## src/rtl/bcd_code_conv_seq_pkg.sv

```systemverilog
// Shared constants for the sequential BCD code converter: target-code selectors
// and the controller state encoding.
package bcd_code_conv_seq_pkg;

  localparam logic [1:0] MODE_2421 = 2'b00;
  localparam logic [1:0] MODE_XS3  = 2'b01;
  localparam logic [1:0] MODE_5421 = 2'b10;
  localparam logic [1:0] MODE_8421 = 2'b11;

  typedef enum logic [1:0] {
    S_IDLE = 2'b00,
    S_CONV = 2'b01,
    S_DONE = 2'b10
  } state_t;

endpackage

```

## src/rtl/bcd_code_conv_seq_if.sv

```systemverilog
// Valid/ready word interface between a BCD source, the converter and its consumer.
interface bcd_code_conv_seq_if #(parameter int W = 16);

  logic         in_valid;
  logic         in_ready;
  logic [W-1:0] in_bcd;
  logic [1:0]   in_mode;
  logic         out_valid;
  logic         out_ready;
  logic [W-1:0] out_code;
  logic         out_err;

  modport master (
    output in_valid, in_bcd, in_mode, out_ready,
    input  in_ready, out_valid, out_code, out_err
  );

  modport slave (
    input  in_valid, in_bcd, in_mode, out_ready,
    output in_ready, out_valid, out_code, out_err
  );

endinterface

```

## src/rtl/bcd_code_conv_seq_digit_conv.sv

```systemverilog
// Combinational single-digit converter from 8421 BCD to the selected target code;
// digits above 9 map to 0000 and raise invalid.
module bcd_digit_conv
  import bcd_code_conv_seq_pkg::*;
(
  input  logic [3:0] digit,
  input  logic [1:0] mode,
  output logic [3:0] code,
  output logic       invalid
);

  always_comb begin
    code    = 4'd0;
    invalid = 1'b0;
    if (digit > 4'd9) begin
      invalid = 1'b1;
    end else begin
      case (mode)
        MODE_2421: code = (digit < 4'd5) ? digit : digit + 4'd6;
        MODE_XS3:  code = digit + 4'd3;
        MODE_5421: code = (digit < 4'd5) ? digit : digit + 4'd3;
        default:   code = digit;
      endcase
    end
  end

endmodule

```

## src/rtl/bcd_code_conv_seq.sv

```systemverilog
// Sequential BCD code converter: accepts a word, converts one digit per cycle
// through a shared digit converter, then holds the result until taken.
module bcd_code_conv_seq
  import bcd_code_conv_seq_pkg::*;
#(
  parameter int DIGITS = 4,
  parameter int W      = 4 * DIGITS
) (
  input  logic clk,
  input  logic rst_n,
  bcd_code_conv_seq_if.slave bus
);

  localparam int IW = (DIGITS > 1) ? $clog2(DIGITS) : 1;
  localparam logic [IW-1:0] LAST = IW'(DIGITS - 1);

  state_t        state, state_nx;
  logic [IW-1:0] idx;
  logic [W-1:0]  word;
  logic [1:0]    mode;
  logic [W-1:0]  code;
  logic          err;
  logic [31:0]   base;
  logic [3:0]    dig, dig_code;
  logic          dig_inv;

  assign base = 32'(idx) << 2;
  assign dig  = word[base +: 4];

  bcd_digit_conv u_conv (
    .digit   (dig),
    .mode    (mode),
    .code    (dig_code),
    .invalid (dig_inv)
  );

  always_comb begin
    state_nx = state;
    case (state)
      S_IDLE:  if (bus.in_valid)  state_nx = S_CONV;
      S_CONV:  if (idx == LAST)   state_nx = S_DONE;
      S_DONE:  if (bus.out_ready) state_nx = S_IDLE;
      default: state_nx = S_IDLE;
    endcase
  end

  always_ff @(posedge clk or negedge rst_n) begin
    if (!rst_n) begin
      state <= S_IDLE;
      idx   <= '0;
      word  <= '0;
      mode  <= MODE_2421;
      code  <= '0;
      err   <= 1'b0;
    end else begin
      state <= state_nx;
      case (state)
        S_IDLE: if (bus.in_valid) begin
          word <= bus.in_bcd;
          mode <= bus.in_mode;
          idx  <= '0;
          code <= '0;
          err  <= 1'b0;
        end
        S_CONV: begin
          code[base +: 4] <= dig_code;
          err             <= err | dig_inv;
          idx             <= (idx == LAST) ? '0 : idx + 1'b1;
        end
        default: ;
      endcase
    end
  end

  assign bus.in_ready  = (state == S_IDLE);
  assign bus.out_valid = (state == S_DONE);
  assign bus.out_code  = code;
  assign bus.out_err   = err;

endmodule

```

## src/flat_wrapper.sv

```systemverilog
// flat-port wrapper written by rule: the top's interface ports become plain ports
module bcd_code_conv_seq_flat import bcd_code_conv_seq_pkg::*;
#(
  parameter int DIGITS = 4,
  parameter int W      = 4 * DIGITS
)
  (clk, rst_n, bus_in_valid, bus_in_bcd, bus_in_mode, bus_out_ready, bus_in_ready, bus_out_valid, bus_out_code, bus_out_err);
  bcd_code_conv_seq_if #(.W(W)) bus_i ();
  input  logic clk;
  input  logic rst_n;
  input wire logic [$bits(bus_i.in_valid)-1:0] bus_in_valid;
  input wire logic [$bits(bus_i.in_bcd)-1:0] bus_in_bcd;
  input wire logic [$bits(bus_i.in_mode)-1:0] bus_in_mode;
  input wire logic [$bits(bus_i.out_ready)-1:0] bus_out_ready;
  output wire logic [$bits(bus_i.in_ready)-1:0] bus_in_ready;
  output wire logic [$bits(bus_i.out_valid)-1:0] bus_out_valid;
  output wire logic [$bits(bus_i.out_code)-1:0] bus_out_code;
  output wire logic [$bits(bus_i.out_err)-1:0] bus_out_err;
  assign bus_i.in_valid = bus_in_valid;
  assign bus_i.in_bcd = bus_in_bcd;
  assign bus_i.in_mode = bus_in_mode;
  assign bus_i.out_ready = bus_out_ready;
  assign bus_in_ready = bus_i.in_ready;
  assign bus_out_valid = bus_i.out_valid;
  assign bus_out_code = bus_i.out_code;
  assign bus_out_err = bus_i.out_err;
  bcd_code_conv_seq #(.DIGITS(DIGITS), .W(W)) u_core (.clk(clk), .rst_n(rst_n), .bus(bus_i));
endmodule
```

## config.mk

```make
export PLATFORM = sky130hd
export DESIGN_NAME = bcd_code_conv_seq_flat
export DESIGN_NICKNAME = d
export VERILOG_FILES = /design/src/rtl/bcd_code_conv_seq_pkg.sv /design/src/rtl/bcd_code_conv_seq_if.sv /design/src/rtl/bcd_code_conv_seq_digit_conv.sv /design/src/rtl/bcd_code_conv_seq.sv /design/src/flat_wrapper.sv
export SDC_FILE = /design/constraint.sdc
export NUM_CORES = 1
export LEC_CHECK = 0
export BUFFER_PORTS_ARGS = -buffer_cell sky130_fd_sc_hd__buf_2
export CORE_ASPECT_RATIO = 1.4
export CORE_MARGIN = 1.5
export CORE_UTILIZATION = 30
export CTS_CLUSTER_SIZE = 20
export DETAILED_ROUTE_END_ITERATION = 7
export PLACE_DENSITY = 0.56
export SETUP_SLACK_MARGIN = 0.15
export SYNTH_ARGS = -nofsm -noshare
export SYNTH_HDL_FRONTEND = slang
export SYNTH_SLANG_ARGS = --single-unit
```

## constraint.sdc

```tcl
create_clock -name clk -period 6.9 [get_ports clk]
set_clock_uncertainty 0.1 [all_clocks]
set_input_delay 0.69 -clock clk [delete_from_list [all_inputs] [get_ports clk]]
set_output_delay 0.69 -clock clk [all_outputs]
set_load 0.05 [all_outputs]
```

[Word-level counts from Yosys, hierarchy flattened]
Cells that the tools add are included.
Word-level totals
  register bits: 39
  input bits: 22
  output and inout bits: 19
  word-level logic and storage cells: 47
Cells by class
  add/sub/neg operators: 4
  order comparisons: 2
  eq/ne operators: 8
  shift operators: 3
  mux-type cells: 17
  bitwise operators: 1
  reductions and logical operators: 6
Operators by type and width (count)
  negation 4 -> 34 bit: 1
  variable shift 4 x 34 -> 16 bit (first input constant): 1
  indexed part select 4 x 34 -> 16 bit: 1
  case mux 16 bit (2 select lines): 1
  bitwise mux 16 bit: 1
  2-to-1 mux 16 bit: 1
  indexed part select 16 x 5 -> 4 bit: 1
  2-to-1 mux 4 bit: 3
  case mux 4 bit (3 select lines): 1
  2-to-1 mux 2 bit: 5
  == test 2 bit (second input constant): 3
  case mux 2 bit (3 select lines): 1
  adder 4 x 2 -> 4 bit (second input constant): 1
  adder 4 x 3 -> 4 bit (second input constant): 1
  == test 2 x 1 -> 1 bit (second input constant): 2
  greater-than comparator 4 bit (second input constant): 1
  logical NOT 2 bit: 2
  less-than comparator 4 x 3 -> 1 bit (second input constant): 1
  != test 2 bit (second input constant): 2
  case mux 2 bit (2 select lines): 1
  AND reduction 2 bit: 2
  AND reduction 3 bit: 1
  adder 2 x 1 -> 2 bit (second input constant): 1
  2-to-1 mux 1 bit: 2
  other kinds (4): 4

[Longest topological paths before layout]
  depth in word-level cells: 8
  mapped depth: 9

[Modules after synthesis]
From an unflattened synthesis, not the netlist that was laid out.
Second synthesis, totals
  cell total of the unflattened synthesis: 164
  area, all modules: 2045.7 um^2
Modules (own cells, without submodules)
  bcd_code_conv_seq: times used 1, cells an instance 119, area an instance 1711.6 um^2, seq. area each 975.9 um^2
  bcd_digit_conv: times used 1, cells an instance 45, area an instance 334.1 um^2, seq. area each 0.0 um^2

[Worst setup path before layout]
OpenSTA, ideal clock, no wires.
  path kind: reg-to-reg
  from: register u_core.idx[0]
  to: register u_core.code[0], in the netlist u_core.bus.out_code[0]
  data arrival time: 2399 ps
  required time: 6733 ps
  slack: 4334 ps
  cell stages (with the launch flop): 10
  period minus slack after synthesis: 2566 ps
  cells stage by stage: dfrtp_1 -> buf_2 -> mux4_2 -> inv_1 -> ha_1 -> nor2_1 -> o21ai_4 -> o2111ai_1 -> a211oi_2 -> a22o_1
On the way
  longest elaborated chain between the ends: 8
  elaborated cells between the ends (all ways): 14
  classes of those cells: add/sub: 3; order compare: 2; shift: 3; mux: 6
RTL lines
  start: declaration: line bcd_code_conv_seq.sv:18  | logic [IW-1:0] idx;
  start signal: assignment: line bcd_code_conv_seq.sv:68  | idx <= (idx == LAST) ? '0 : idx + 1'b1;
  indexed part select 16 x 5 -> 4 bit: line bcd_code_conv_seq.sv:28  | assign dig = word[base +: 4];
  adder 4 x 2 -> 4 bit (tied with other cells): line bcd_code_conv_seq_digit_conv.sv:20, bcd_code_conv_seq_digit_conv.sv:21
  2-to-1 mux 4 bit, on equally long branches: line bcd_code_conv_seq_digit_conv.sv:21, bcd_code_conv_seq_digit_conv.sv:19
  case mux 4 bit (3 select lines): line bcd_code_conv_seq_digit_conv.sv:18  | case (mode)
  2-to-1 mux 4 bit: line bcd_code_conv_seq_digit_conv.sv:15  | if (digit > 4'd9) begin
  indexed part select 4 x 34 -> 16 bit: line bcd_code_conv_seq.sv:66  | code[base +: 4] <= dig_code;
  bitwise mux 16 bit (*): line bcd_code_conv_seq.sv:66
  case mux 16 bit (2 select lines) (*): line bcd_code_conv_seq.sv:57  | case (state)
  end signal: indexed assignment: line bcd_code_conv_seq.sv:66
  end: declaration: line bcd_code_conv_seq.sv:21  | logic [W-1:0] code;
Mark *: on every way between the ends. The rest lies on a longest branch, timed or not.
A chain may end at the register's enable or synchronous reset.

[Worst setup path in the final report]
  from: register u_core.idx[0]
  to: register u_core.code[4], in the netlist u_core.bus.out_code[4]
Same word-level chain as after synthesis.

==> flow_summary_export.csv <==
group,metric,value,unit
clock_network,cts_tree,"built",
logic_synthesis,yosysSeqAreaShare,46.3,%
logic_synthesis,synthesis.area,0.00211,mm²
worst_setup_path,critPathBufInv,1,
global_route,use_met1,17.0,%
sta,fin_crit,2.95,ns
sta,period_share,42.7,%
pwr,cellLeakagePower,1.18,nW
floorplan,coreArea,0.00689,mm²
detailed_routing,viasPerCell,4.90,
worst_setup_path,cpPeakStageDelay,0.67,ns
final_layout,nFillCells,689,
pwr,p_comb_share,56.7,%
logic_synthesis,synth-edff-count,0,
floorplan,die_h,102,µm
pwr,powerDensity,553,mW/mm²
sta,tns,0,ns
status,status,"finished clean",
global_route,grtUsageTotal,13.5,%
logic_synthesis,synth_top_area_share,46.3,%
final_layout,area_delta_synth_final,19.5,%
pwr,p_sw_share,47.3,%
global_route,top_usage_layer,"met2",
clock_network,ctsResizeCount,0,
floorplan,start_util,30.6,%
detailed_routing,ant_nets,0,
global_route,grt_pass1_wl,7860,µm
clock_network,path_clk_slew,0.09,ns
global_route,grt_max_degree,40,
sta,whs,0.384,ns
global_route,use_met3,2.27,%
worst_setup_path,ff2ff_path_depth,8,
sta,slew_headroom,41.8,%
worst_setup_path,worstSetupEndpointType,"flop",
worst_setup_path,cp.depth,8,
detailed_routing,totalWireLength,4640,µm
logic_synthesis,synth_area_leaders,"dfrtp_1, mux2_2, ha_1, nand2_1, mux4_2",
detailed_routing,drt_iter0_drc,77,
floorplan,dieWidth,73.8,µm
floorplan,ios,41,
floorplan,die_area,0.00754,mm²
sta,hold_viol_final,0,
worst_setup_path,start_kind,"flop",
worst_setup_path,reg2reg_to,"u_core.bus.out_code[4]",
logic_synthesis,avgSynthCellArea,10.9,µm²
worst_setup_path,worstPathMaxFanout,14,
sta,report.final.slew_viol_count,0,
floorplan,fp-row-count,36,
detailed_routing,firstDrtPassIters,4,
global_route,grt.overflow.total,0,
run,maxCapViolations,0,
final_layout,diodes,0,
final_layout,regArea,976,µm²
worst_setup_path,endpoint,"u_core.bus.out_code[4]",
sta,worstMarginPinSlew,0.873,ns
detailed_routing,drc,0,
clock_network,htreeDepth,2,
clock_network,clk_latency,0.30,ns
final_layout,fin_nets,266,
pwr,seqPwrFrac,29.1,%
logic_synthesis,yosysTopAreaCell,"dfrtp_1",
pwr,pwr-share-clk,14.2,%
logic_synthesis,yosysMostFrequentCell,"dfrtp_1",
sta,rsz0062_at_grt,"no",
logic_synthesis,synth_warnings,0,
worst_setup_path,critPathTopFamily,"compound AO/OA/AOI/OAI gates",
clock_network,hold_buffers,0,
pwr,switchingPower,0.659,mW
placed_design,dpl.hpwl,3500,µm
final_layout,multi_input_area,0.00107,mm²
worst_setup_path,rrSetupSlack,3.95,ns
placed_design,io_buffers,40,
worst_setup_path,worstPathRequired,7.04,ns
worst_setup_path,arrival,3.09,ns
clock_network,clock-root-buffer,"clkbuf_8",
logic_synthesis,ys_ff_latch,39,
detailed_routing,wl_per_cell,14.0,µm
clock_network,clockBufferDepth,2,
clock_network,cts_buffers,5,
worst_setup_path,crit_chain,"mux4_2, inv_1, ha_1, nor2_1, o21ai_4, o2111ai_1, a211oi_2, a22o_1",
logic_synthesis,synth_top_flop_cell,"dfrtp_1",
global_route,met2_usage,22.7,%
logic_synthesis,ys_types,42,
global_route,antenna_found_initial,0,
sta,finalSetupViolations,0,
detailed_routing,via_count,1621,
worst_hold_path,min_path_type,"reg -> reg",
worst_setup_path,cp_slowest_cell,"dfrtp_1",
global_route,grt_pass1_vias,1599,
logic_synthesis,synthTopCellsByCount,"dfrtp_1, nand2_1, mux2_2",
clock_network,cts.sinks,39,
logic_synthesis,syn_inst,194,
pwr,vdd_drop_max,0.000234,V
logic_synthesis,synthArstFlopShare,100,%
worst_setup_path,worstSetupPathType,"reg -> reg",
final_layout,drive_gt1_share,31.4,%
logic_synthesis,synth_fp_nets,225,
final_layout,utilization,36.5,%
pwr,intPower,0.733,mW
worst_setup_path,r2r_start,"u_core.idx[0]",
worst_setup_path,startpoint,"u_core.idx[0]",
sta,fmax,340,MHz
clock_network,cts_setup_buffers,0,
placed_design,place_congestion,0.875,
-- cells by family after synthesis --
| family | after synthesis | share of synthesized area [%] |
|---|---|---|
| adder cells (fa/ha/maj) | 9 | 5.34 |
| flip-flops | 39 | 46.3 |
| buffers and inverters | 16 | 2.97 |
| AO/OA/AOI/OAI | 46 | 16.1 |
| multiplexers | 24 | 15.0 |
| AND/OR/NAND/NOR | 60 | 14.3 |
-- worst min path at each step --
stage	startpoint	end	slack, ns	cells past startpoint
5_1_grt	u_core.bus.out_code[10]	u_core.bus.out_code[10]	0.42	2
3_5_place_dp	u_core.bus.out_err	u_core.bus.out_err	0.37	2
3_3_place_gp	u_core.bus.out_err	u_core.bus.out_err	0.37	2
6_report	u_core.bus.out_err	u_core.bus.out_err	0.38	2
2_1_floorplan	rst_n	u_core.bus.out_code[0]	0.29	0
4_1_cts	u_core.bus.out_err	u_core.bus.out_err	0.39	2
-- routing by layer --
layer	up-vias	part of all wire (%)
met2	41	50
met1	793	44
met3	5	4.2
li1	782	-
met4	0	1.8
met5	-	0
-- flip-flops by register name, summed over array words and instances (netlist names) --
name                 count
u_core.mode              2
u_core.idx               2
u_core.word             16
u_core.bus.out_err       1
u_core.state             2
u_core.bus.out_code     16
-- power groups by stage --
stage          clock (mW)  sequential (mW)  combinational [mW]
2_1_floorplan           0            0.426               0.590
3_3_place_gp            0            0.410               0.779
3_5_place_dp            0            0.413               0.782
4_1_cts             0.203            0.407               0.787
5_1_grt             0.211            0.424               0.864
6_report            0.198            0.405               0.790
-- through the flow --
stage	power (mW)	std cells	setup WS, ns	instance area, µm²
2_1_floorplan	1.02	194	4.33	2110
3_3_place_gp	1.19	323	4.12	2400
3_5_place_dp	1.19	323	4.01	2400
4_1_cts	1.40	331	3.97	2520
5_1_grt	1.50	331	3.74	2520
6_report	1.39	331	3.95	2520
-- layout make-up --
| class | count | share of cell area, % |
|---|---|---|
| Clock buffer | 5 | 2.73 |
| Clock inverter | 3 | 1.74 |
| Multi-Input combinational cell | 139 | 42.4 |
| Inverter | 9 | 1.34 |
| Timing Repair Buffer | 41 | 8.25 |
| Sequential cell | 39 | 38.8 |
| Tap cell | 95 | 4.72 |
-- layout by cell type, fill, tap and decap left out, drive strengths merged, types with 7 or more instances in the layout --
master / synthesis / final
ha: 9 / 9
o21ai: 14 / 14
buf: 2 / 41
dfrtp: 39 / 39
nor2: 10 / 10
a21oi: 7 / 7
mux2: 17 / 17
inv: 9 / 9
nand2b: 8 / 8
nand2: 22 / 22
-- tightest hold or removal path, stage by stage (launching register included) --
cell	delay [ns]
dfrtp_1	0.36
nand2_1	0.05
nand2_1	0.05
No activity file was read; power rests on OpenSTA's default activity.
